--- src/rtl/multicycle_pkg.sv ---
// -----------------------------------------------------------------------------
// multicycle_pkg
// Shared definitions for the multicycle controller: FSM state type, opcode and
// ALU-class constants, and a small state-classification helper.
// No ports (package).
// -----------------------------------------------------------------------------
package multicycle_pkg;

    typedef enum logic [2:0] {
        ST_IDLE   = 3'd0,
        ST_FETCH  = 3'd1,
        ST_DECODE = 3'd2,
        ST_EXEC   = 3'd3,
        ST_WB     = 3'd4,
        ST_HALT   = 3'd5,
        ST_ERR    = 3'd6
    } state_t;

    localparam logic [5:0] OP_RTYPE    = 6'h00;
    localparam logic [5:0] OP_HALT     = 6'h3F;

    localparam logic [1:0] ALUOP_RTYPE = 2'b10;
    localparam logic [1:0] ALUOP_ADD   = 2'b00;

    // States in which an instruction is in flight.
    function automatic logic is_busy_state(input state_t s);
        return (s == ST_FETCH) || (s == ST_DECODE) || (s == ST_EXEC) || (s == ST_WB);
    endfunction

endpackage

--- src/rtl/multicycle_ctrl_if.sv ---
// -----------------------------------------------------------------------------
// multicycle_ctrl_if
// Bundles the controller's command/status signals.
//   master : the controller (drives ir_write, pc_write, reg_write, alu_op,
//            busy, halted, err; samples start, im_ready, opcode)
//   slave  : the surrounding datapath / environment
// Optional feature macro: MULTICYCLE_CTRL_PERF_EN adds retired_cnt and
// stall_cnt (32-bit performance counters driven by the master).
// -----------------------------------------------------------------------------
interface multicycle_ctrl_if;

    logic       start;
    logic       im_ready;
    logic [5:0] opcode;
    logic       ir_write;
    logic       pc_write;
    logic       reg_write;
    logic [1:0] alu_op;
    logic       busy;
    logic       halted;
    logic       err;
`ifdef MULTICYCLE_CTRL_PERF_EN
    logic [31:0] retired_cnt;
    logic [31:0] stall_cnt;
`endif

    modport master (
        input  start, im_ready, opcode,
        output ir_write, pc_write, reg_write, alu_op, busy, halted, err
`ifdef MULTICYCLE_CTRL_PERF_EN
        , output retired_cnt, stall_cnt
`endif
    );

    modport slave (
        output start, im_ready, opcode,
        input  ir_write, pc_write, reg_write, alu_op, busy, halted, err
`ifdef MULTICYCLE_CTRL_PERF_EN
        , input retired_cnt, stall_cnt
`endif
    );

endinterface

--- src/rtl/fetch_timer.sv ---
// -----------------------------------------------------------------------------
// fetch_timer
// Saturating count of cycles spent waiting for instruction memory in FETCH,
// with the timeout compare.
// Ports:
//   clk, rst_n : clock, async active-low reset
//   clear      : zero the counter (entry into FETCH)
//   count_en   : a waiting cycle (FETCH with im_ready low)
//   timeout    : this waiting cycle is the TIMEOUT-th one
// -----------------------------------------------------------------------------
module fetch_timer #(
    parameter int unsigned TIMEOUT = 15
) (
    input  logic clk,
    input  logic rst_n,
    input  logic clear,
    input  logic count_en,
    output logic timeout
);

    localparam logic [7:0] LIMIT = TIMEOUT[7:0];

    logic [7:0] wait_cnt_r;
    logic [7:0] wait_inc_s;
    logic       sat_s;

    // Saturating increment and timeout compare on the post-increment value.
    always_comb begin
        sat_s      = (wait_cnt_r == 8'hFF);
        wait_inc_s = wait_cnt_r;
        if (sat_s) begin
            wait_inc_s = wait_cnt_r;
        end else begin
            wait_inc_s = wait_cnt_r + 8'd1;
        end
        if (count_en && (wait_inc_s >= LIMIT)) begin
            timeout = 1'b1;
        end else begin
            timeout = 1'b0;
        end
    end

    // Wait counter register; clear has priority, never wraps.
    always_ff @(posedge clk or negedge rst_n) begin
        if (!rst_n) begin
            wait_cnt_r <= 8'd0;
        end else if (clear) begin
            wait_cnt_r <= 8'd0;
        end else if (count_en) begin
            wait_cnt_r <= wait_inc_s;
        end else begin
            wait_cnt_r <= wait_cnt_r;
        end
    end

endmodule

--- src/rtl/multicycle_ctrl.sv ---
// -----------------------------------------------------------------------------
// multicycle_ctrl
// Control FSM for a multicycle processor: IDLE, FETCH, DECODE, EXEC, WB,
// HALT, ERR.
// Ports:
//   clk    : clock, rising edge
//   rst_n  : asynchronous active-low reset
//   bus    : multicycle_ctrl_if.master (start, im_ready, opcode in;
//            ir_write, pc_write, reg_write, alu_op, busy, halted, err out)
// Parameter FETCH_TIMEOUT (1..255): waiting cycles in FETCH before ERR.
// Optional feature macro: MULTICYCLE_CTRL_PERF_EN (retired/stall counters).
// -----------------------------------------------------------------------------
module multicycle_ctrl
    import multicycle_pkg::*;
#(
    parameter int unsigned FETCH_TIMEOUT = 15
) (
    input  logic              clk,
    input  logic              rst_n,
    multicycle_ctrl_if.master bus
);

    state_t     state_r;
    state_t     state_next_s;
    logic       timeout_s;
    logic       clear_s;
    logic       count_en_s;
    logic       ir_write_s;
    logic       halt_pc_s;
    logic       busy_r;
    logic       halted_r;
    logic       err_r;
    logic       reg_write_r;
    logic [1:0] alu_op_r;

    fetch_timer #(.TIMEOUT(FETCH_TIMEOUT)) u_fetch_timer (
        .clk      (clk),
        .rst_n    (rst_n),
        .clear    (clear_s),
        .count_en (count_en_s),
        .timeout  (timeout_s)
    );

    // Next-state logic; start is only honoured in IDLE, HALT and ERR.
    always_comb begin
        state_next_s = state_r;
        case (state_r)
            ST_IDLE: begin
                if (bus.start) state_next_s = ST_FETCH;
                else           state_next_s = ST_IDLE;
            end
            ST_FETCH: begin
                if (bus.im_ready)  state_next_s = ST_DECODE;
                else if (timeout_s) state_next_s = ST_ERR;
                else               state_next_s = ST_FETCH;
            end
            ST_DECODE: begin
                if (bus.opcode == OP_RTYPE)     state_next_s = ST_EXEC;
                else if (bus.opcode == OP_HALT) state_next_s = ST_HALT;
                else                            state_next_s = ST_ERR;
            end
            ST_EXEC: state_next_s = ST_WB;
            ST_WB:   state_next_s = ST_FETCH;
            ST_HALT, ST_ERR: begin
                if (bus.start) state_next_s = ST_FETCH;
                else           state_next_s = state_r;
            end
            default: state_next_s = ST_IDLE;
        endcase
    end

    // Timer control: clear on entry into FETCH, count waiting FETCH cycles.
    always_comb begin
        clear_s    = 1'b0;
        count_en_s = 1'b0;
        if ((state_next_s == ST_FETCH) && (state_r != ST_FETCH)) clear_s = 1'b1;
        else                                                    clear_s = 1'b0;
        if ((state_r == ST_FETCH) && !bus.im_ready) count_en_s = 1'b1;
        else                                        count_en_s = 1'b0;
    end

    // State register.
    always_ff @(posedge clk or negedge rst_n) begin
        if (!rst_n) state_r <= ST_IDLE;
        else        state_r <= state_next_s;
    end

    // State-only outputs registered from the next state so they line up with
    // the state register and come straight out of flops.
    always_ff @(posedge clk or negedge rst_n) begin
        if (!rst_n) begin
            busy_r      <= 1'b0;
            halted_r    <= 1'b0;
            err_r       <= 1'b0;
            reg_write_r <= 1'b0;
            alu_op_r    <= ALUOP_ADD;
        end else begin
            busy_r      <= is_busy_state(state_next_s);
            halted_r    <= (state_next_s == ST_HALT);
            err_r       <= (state_next_s == ST_ERR);
            reg_write_r <= (state_next_s == ST_WB);
            if ((state_next_s == ST_EXEC) || (state_next_s == ST_WB)) alu_op_r <= ALUOP_RTYPE;
            else                                                      alu_op_r <= ALUOP_ADD;
        end
    end

    // ir_write and the HALT pc_write are qualified by im_ready / the IR opcode
    // in the same cycle, so they are decodes of the state register ANDed with
    // those synchronous inputs.
    always_comb begin
        ir_write_s = 1'b0;
        halt_pc_s  = 1'b0;
        if ((state_r == ST_FETCH) && bus.im_ready) ir_write_s = 1'b1;
        else                                       ir_write_s = 1'b0;
        if ((state_r == ST_DECODE) && (bus.opcode == OP_HALT)) halt_pc_s = 1'b1;
        else                                                   halt_pc_s = 1'b0;
    end

    assign bus.ir_write  = ir_write_s;
    assign bus.pc_write  = reg_write_r | halt_pc_s;
    assign bus.reg_write = reg_write_r;
    assign bus.alu_op    = alu_op_r;
    assign bus.busy      = busy_r;
    assign bus.halted    = halted_r;
    assign bus.err       = err_r;

`ifdef MULTICYCLE_CTRL_PERF_EN
    logic [31:0] retired_cnt_r;
    logic [31:0] stall_cnt_r;

    // Performance counters; they only move in WB / waiting FETCH, so they
    // naturally hold in HALT and ERR. Both wrap modulo 2^32.
    always_ff @(posedge clk or negedge rst_n) begin
        if (!rst_n) begin
            retired_cnt_r <= 32'd0;
            stall_cnt_r   <= 32'd0;
        end else begin
            if (state_r == ST_WB) retired_cnt_r <= retired_cnt_r + 32'd1;
            else                  retired_cnt_r <= retired_cnt_r;
            if (count_en_s) stall_cnt_r <= stall_cnt_r + 32'd1;
            else            stall_cnt_r <= stall_cnt_r;
        end
    end

    assign bus.retired_cnt = retired_cnt_r;
    assign bus.stall_cnt   = stall_cnt_r;
`endif

endmodule
--- src/flat_wrapper.sv ---
// flat-port wrapper written by rule: the top's interface ports become plain ports
module multicycle_ctrl_flat import multicycle_pkg::*;
#(
    parameter int unsigned FETCH_TIMEOUT = 15
)
  (clk, rst_n, bus_start, bus_im_ready, bus_opcode, bus_ir_write, bus_pc_write, bus_reg_write, bus_alu_op, bus_busy, bus_halted, bus_err);
  multicycle_ctrl_if bus_i ();
  input  logic clk;
  input  logic rst_n;
  input wire logic [$bits(bus_i.start)-1:0] bus_start;
  input wire logic [$bits(bus_i.im_ready)-1:0] bus_im_ready;
  input wire logic [$bits(bus_i.opcode)-1:0] bus_opcode;
  output wire logic [$bits(bus_i.ir_write)-1:0] bus_ir_write;
  output wire logic [$bits(bus_i.pc_write)-1:0] bus_pc_write;
  output wire logic [$bits(bus_i.reg_write)-1:0] bus_reg_write;
  output wire logic [$bits(bus_i.alu_op)-1:0] bus_alu_op;
  output wire logic [$bits(bus_i.busy)-1:0] bus_busy;
  output wire logic [$bits(bus_i.halted)-1:0] bus_halted;
  output wire logic [$bits(bus_i.err)-1:0] bus_err;
  assign bus_i.start = bus_start;
  assign bus_i.im_ready = bus_im_ready;
  assign bus_i.opcode = bus_opcode;
  assign bus_ir_write = bus_i.ir_write;
  assign bus_pc_write = bus_i.pc_write;
  assign bus_reg_write = bus_i.reg_write;
  assign bus_alu_op = bus_i.alu_op;
  assign bus_busy = bus_i.busy;
  assign bus_halted = bus_i.halted;
  assign bus_err = bus_i.err;
  multicycle_ctrl #(.FETCH_TIMEOUT(FETCH_TIMEOUT)) u_core (.clk(clk), .rst_n(rst_n), .bus(bus_i));
endmodule
--- config.mk ---
export PLATFORM = sky130hd
export DESIGN_NAME = multicycle_ctrl_flat
export DESIGN_NICKNAME = d
export VERILOG_FILES = /design/src/rtl/multicycle_pkg.sv /design/src/rtl/multicycle_ctrl_if.sv /design/src/rtl/fetch_timer.sv /design/src/rtl/multicycle_ctrl.sv /design/src/flat_wrapper.sv
export SDC_FILE = /design/constraint.sdc
export NUM_CORES = 1
export LEC_CHECK = 0
export BUFFER_PORTS_ARGS = -buffer_cell sky130_fd_sc_hd__buf_2
export CAP_MARGIN = 15
export CELL_PAD_IN_SITES_DETAIL_PLACEMENT = 0
export CELL_PAD_IN_SITES_GLOBAL_PLACEMENT = 1
export CORE_ASPECT_RATIO = 0.6
export CORE_MARGIN = 5
export CORE_UTILIZATION = 31
export DETAILED_ROUTE_END_ITERATION = 8
export PLACE_DENSITY_LB_ADDON = 0.1
export SLEW_MARGIN = 10
export SYNTH_ARGS = -nofsm -noshare
export SYNTH_HDL_FRONTEND = slang
export SYNTH_SLANG_ARGS = --single-unit
--- constraint.sdc ---
create_clock -name clk -period 3.2 [get_ports clk]
set_input_delay 0 -clock clk [delete_from_list [all_inputs] [get_ports clk]]
set_output_delay 0 -clock clk [all_outputs]
set_load 0.005 [all_outputs]
-- Word level (Yosys, flattened, before mapping)
Index checks and enable logic that the tools add are counted.
- ROM bits: 0
- word-level logic and storage cells: 55
- RAM bits: 0
- input port bits: 10
- memories kept: 0
- latch bits: 0
- bits in registers: 17
- output and inout bits: 8
- reductions and logical operators: 14
- multiply operators: 0
- bitwise gates (word level): 1
- equality and inequality tests: 15
- div/mod/pow operators: 0
- add/subtract/negate cells: 1
- muxes and demuxes: 16
- shift-type cells: 0
- magnitude comparators: 1
- operators with widths (operator ; count):
    $mux W8 ; 3
    $eq A3 B3 Y1 const B ; 6
    $pmux W3 S6 ; 1
    $eq A3 B2 Y1 const B ; 4
    $mux W3 ; 4
    $add A8 B1 Y8 const B ; 1
    $eq A8 B8 Y1 const B ; 1
    $ge A8 B4 Y1 const B ; 1
    $eq A3 B1 Y1 const B ; 2
    $eq A6 B6 Y1 const B ; 1
    $logic_not A6 Y1 ; 1
    $mux W1 ; 6
    $logic_and A1 B1 Y1 ; 5
    $logic_or A1 B1 Y1 ; 4
    $mux W2 ; 2
    $logic_not A3 Y1 ; 1
    $ne A3 B1 Y1 const B ; 1
    $reduce_bool A2 Y1 ; 1
    $reduce_or A2 Y1 ; 1
    $logic_not A1 Y1 ; 1
    $or A1 B1 Y1 ; 1

-- Longest topological paths before layout
- word-level depth: 12
- gate-level depth with buffers: 7

-- By module
From an unflattened synthesis, not the netlist that was laid out.
- cell total of the unflattened synthesis: 102
- area, all modules: 982.2 um^2
- by module, submodules not included (module ; sequential area each (um^2) ; area each (um^2) ; instances ; cells each):
    multicycle_ctrl ; 200.2 ; 503.0 ; 1 ; 51
    fetch_timer ; 200.2 ; 479.2 ; 1 ; 51

-- Least setup slack after synthesis
No wires, ideal clock.
- path kind: register -> register
- start: reg u_core.u_fetch_timer.wait_cnt_r[0]
- end: reg u_core.busy_r, in the netlist u_core.bus.busy
- library setup time: 138 ps
- setup slack: 1344 ps
- period minus slack after synthesis: 1856 ps
- cell stages (with the launch flop): 8
- data arrival time: 1718 ps
- required time: 3062 ps
- cell sequence: dfrtp_1 -> ha_1 -> and4_1 -> a21oi_2 -> and3b_1 -> a211o_1 -> buf_6 -> a2bb2oi_1
- word-level cells in the longest chain between the ends: 12
- elaborated cells on any way between the ends: 16
- classes of those cells: 1 x add/sub; 1 x order compare; 5 x eq/ne; 5 x mux; 4 x reduce/logical
- ends and longest elaborated chain (item ; line ; text):
    start, declared ; fetch_timer.sv:23 ; logic [7:0] wait_cnt_r;
    start signal, assigned ; fetch_timer.sv:50 ; wait_cnt_r <= wait_inc_s;
    start signal, assigned ; fetch_timer.sv:52 ; wait_cnt_r <= wait_cnt_r;
    $add A8 B1 Y8 or $eq A8 B8 Y1 (tied branches) ; fetch_timer.sv:34, fetch_timer.sv:29 ;
    $mux W8 * ; fetch_timer.sv:31 ; if (sat_s) begin
    $ge A8 B4 Y1 * ; fetch_timer.sv:36 ; if (count_en && (wait_inc_s >= LIMIT)) begin
    $logic_and A1 B1 Y1 * ; fetch_timer.sv:36 ;
    $mux W1 * ; fetch_timer.sv:36 ;
    $mux W3 * ; multicycle_ctrl.sv:54 ; else if (timeout_s) state_next_s = ST_ERR;
    $mux W3 * ; multicycle_ctrl.sv:53 ; if (bus.im_ready) state_next_s = ST_DECODE;
    $pmux W3 S6 * ; multicycle_ctrl.sv:47 ; case (state_r)
    $eq A3 B1 Y1 or $eq A3 B2 Y1 (tied branches) ; multicycle_pkg.sv:27 ; return (s == ST_FETCH) || (s == ST_DECODE) || (s == ST_EXEC) || (s == ST_WB);
    $logic_or A1 B1 Y1 (2 in series) ; multicycle_pkg.sv:27 ;
    $logic_or A1 B1 Y1 * ; multicycle_pkg.sv:27 ;
    end signal, assigned ; multicycle_ctrl.sv:98 ; busy_r <= is_busy_state(state_next_s);
    end, declared ; multicycle_ctrl.sv:30 ; logic busy_r;
Every way passes the cells marked *; elsewhere a longest branch is shown, timed or not.
A chain may end at the register's enable or synchronous reset.

-- Worst setup path in the final report
Same ends and word-level chain as after synthesis.

==> impl_metrics.env <==
export IMPL_status="finished clean"
export IMPL_slew_headroom_pct=52.64
export IMPL_layout_common_cells="buf_2, dfrtp_1, a21oi_1"
export IMPL_worst_slew_pin_slew_ns=0.7044
export IMPL_fillers=339
export IMPL_cts_post_setup_buffers_inserted=0
export IMPL_yosysTopAreaCellShare_pct=39.46
export IMPL_drtAntennaViolNets=0
export IMPL_yosysSeqAreaShare_pct=39.46
export IMPL_vias=825
export IMPL_finalSetupViolCount=0
export IMPL_avgSynthCellArea_um2=9.396
export IMPL_setup_tns_ns=0
export IMPL_cp_arrival_ns=2.17
export IMPL_path_clk_slew_ns=0.06
export IMPL_vias_per_cell=4.940
export IMPL_wl_per_cell_um=13.90
export IMPL_netlist_area_um2=1015
export IMPL_critPathSlowestCell="a211o_1"
export IMPL_ctsResizeCount=0
export IMPL_core_um2=3203
export IMPL_synthTopCellsByArea="dfrtp_1, a21oi_1, nand3_1, mux2i_1, nand2_1"
export IMPL_dr_pass1_iters=4
export IMPL_dr_wl_met2_um=862
export IMPL_synthToLayoutAreaGrowth_pct=14.67
export IMPL_path_cells="ha_1 -> and4_1 -> a21oi_2 -> and3b_1 -> a211o_1 -> a2bb2oi_1"
export IMPL_cp_required_ns=3.30
export IMPL_synth_largest_area_cell="dfrtp_1"
export IMPL_rsz0062_at_grt="no"
export IMPL_portBuffers=16
export IMPL_hp_class="in -> reg"
export IMPL_row_count=16
export IMPL_hpwl_mm=1.775
export IMPL_cts_sinks=16
export IMPL_clockBufferDepth=2
export IMPL_synth_cell_types=47
export IMPL_synth_ff_type="dfrtp_1"
export IMPL_finalCritPeriodShare_pct=64.67
export IMPL_fp_dieH_um=54.32
export IMPL_totalWireLength_mm=2.322
export IMPL_max_freq_mhz=483.2
export IMPL_synth_edf_count=0
export IMPL_overflow=0
export IMPL_route_met3_wl_um=114
export IMPL_insertion_delay_ns=0.24
export IMPL_ys_warn_count=0
export IMPL_crit_type="reg -> reg"
export IMPL_root_buffer="clkbuf_8"
export IMPL_final_hold_viol_count=0
export IMPL_tritoncts="built"
export IMPL_h_tree_depth=1
export IMPL_route_detailed_drc=0
export IMPL_syn_inst=108
export IMPL_whs_ns=0.1633
export IMPL_grt_pass1_vias=772
export IMPL_cp_end_kind="register"
export IMPL_drv_cap=0
export IMPL_fin_crit_ns=2.070
export IMPL_top_layer="met4"
export IMPL_synthArstFlopShare_pct=100.0
export IMPL_start_util_pct=31.68
export IMPL_maxSlewViolCount=0
export IMPL_critPathLaunchType="register"
export IMPL_gp_congestion=0.7669
export IMPL_final_layout_size_suffix_gt1_share_pct=23.77
export IMPL_power_density_nw_per_um2=669.5
export IMPL_die_area_um2=4555
export IMPL_cpPeakStageDelay_ns=0.42
export IMPL_nets=135
export IMPL_skew_ns=0.002307
export IMPL_grt_max_degree=17
export IMPL_syn_nets=119
export IMPL_grt_pass1_wl_mm=3.946
export IMPL_first_iter_violations=75
export IMPL_ff_latch_area_um2=400.4
export IMPL_multi_input_area_um2=564.3
export IMPL_p_leak_uw=0.0005147
export IMPL_routedLengthMet1_mm=1.336
export IMPL_die_x_um=83.86
export IMPL_grt_use_total_pct=11.40
export IMPL_ios=18
export IMPL_antenna_cells=0
export IMPL_cp_max_fo=11
export IMPL_cts_inserted_buffers=3
export IMPL_max_vdd_ir_drop_uv=227.4
export IMPL_synth_seq_cells=16
export IMPL_antenna_found_initial=0
[critical path: cells and delay by family (launching register included)]
| family | cells | cell delay [ns] |
|---|---|---|
| flip-flops | 1 | 0.41 |
| AND/OR/NAND/NOR | 2 | 0.45 |
| AO/OA/AOI/OAI | 3 | 0.77 |
| adder cells (fa/ha/maj) | 1 | 0.28 |
[metal layers]
layer  track usage, %  up-vias
met5                0        -
met4            1.604        0
met3            4.211        2
met2            15.30       18
met1            17.27      383
li1                 -      422
[sequential cells by signal (all words and copies together), names as in the netlist]
register,flops
u_core.bus.busy,1
u_core.bus.reg_write,1
u_core.u_fetch_timer.wait_cnt_r,8
u_core.bus.alu_op,1
u_core.bus.err,1
u_core.state_r,3
u_core.bus.halted,1
[per-stage QoR]
stage               std cells  total power [µW]  worst slack [ns]  utilization, %  instance area (µm²)
floorplan                 108             551.0             1.344               -                 1015
global placement          163             631.9             1.217           34.73                 1112
detailed placement        163             633.2             1.152           34.73                 1112
CTS                       167             784.3             1.127           36.33                 1164
global route              167             843.7            0.9991           36.33                 1164
finish                    167             779.0             1.130           36.33                 1164
[worst paths after layout]
path                       slack, ns                            endpoint                                from  cells past startpoint
min reg2reg                     0.62  u_core.u_fetch_timer.wait_cnt_r[1]  u_core.u_fetch_timer.wait_cnt_r[1]                      2
max reg2reg                     1.13                     u_core.bus.busy  u_core.u_fetch_timer.wait_cnt_r[0]                      6
max                             1.13                     u_core.bus.busy  u_core.u_fetch_timer.wait_cnt_r[0]                      6
min                             0.16                u_core.bus.alu_op[1]                       bus_opcode[4]                      4
max in group asynchronous       2.74                   u_core.state_r[0]                               rst_n                      2
min in group asynchronous       0.20  u_core.u_fetch_timer.wait_cnt_r[7]                               rst_n                      2
[power breakdown]
| part | switching, µW | internal [µW] | leakage (µW) |
|---|---|---|---|
| clock network | 64.0 | 83.3 | 0.0000216 |
| logic | 182 | 136 | 0.000278 |
| registers | 63.8 | 250 | 0.000215 |
| total | 309 | 470 | 0.000515 |
[kinds of logic after synthesis]
| logic type | share of synthesized area (%) |
|---|---|
| buf+inv | 4.932 |
| fa+ha+maj | 1.233 |
| xor+xnor | 2.590 |
| simple gates | 28.61 |
| mux | 2.959 |
| other cells | 0.3696 |
| compound gates | 19.85 |
| flops | 39.46 |
[synthesized netlist by cell type (2+ instances only)]
cell type   n
inv_1       3
a211oi_1    2
nand2_1     7
a21boi_0    2
nand3_1     9
a21oi_1    11
a31oi_1     2
nand2b_1    2
and2_1      2
nor3_1      3
xor2_1      2
o21ai_0     2
dfrtp_1    16
mux2i_1     3
nor2_1      6
nor3b_1     2
buf_2       4
[area by class of cell]
| type | count | share of cell area (%) |
|---|---|---|
| sequential | 16 | 34.41 |
| tap | 45 | 4.839 |
| clock buffer | 3 | 3.548 |
| timing repair buffer | 17 | 7.742 |
| inverter | 3 | 0.9677 |
| multi-input combinational | 83 | 48.49 |
[timing repair]
item / 4_1_cts / 5_1_grt
hold endpoints to repair: 16 / 0
hold buffers: 1 / 0
setup endpoints to repair: 0 / 0
(Power assumes the default switching activity.)
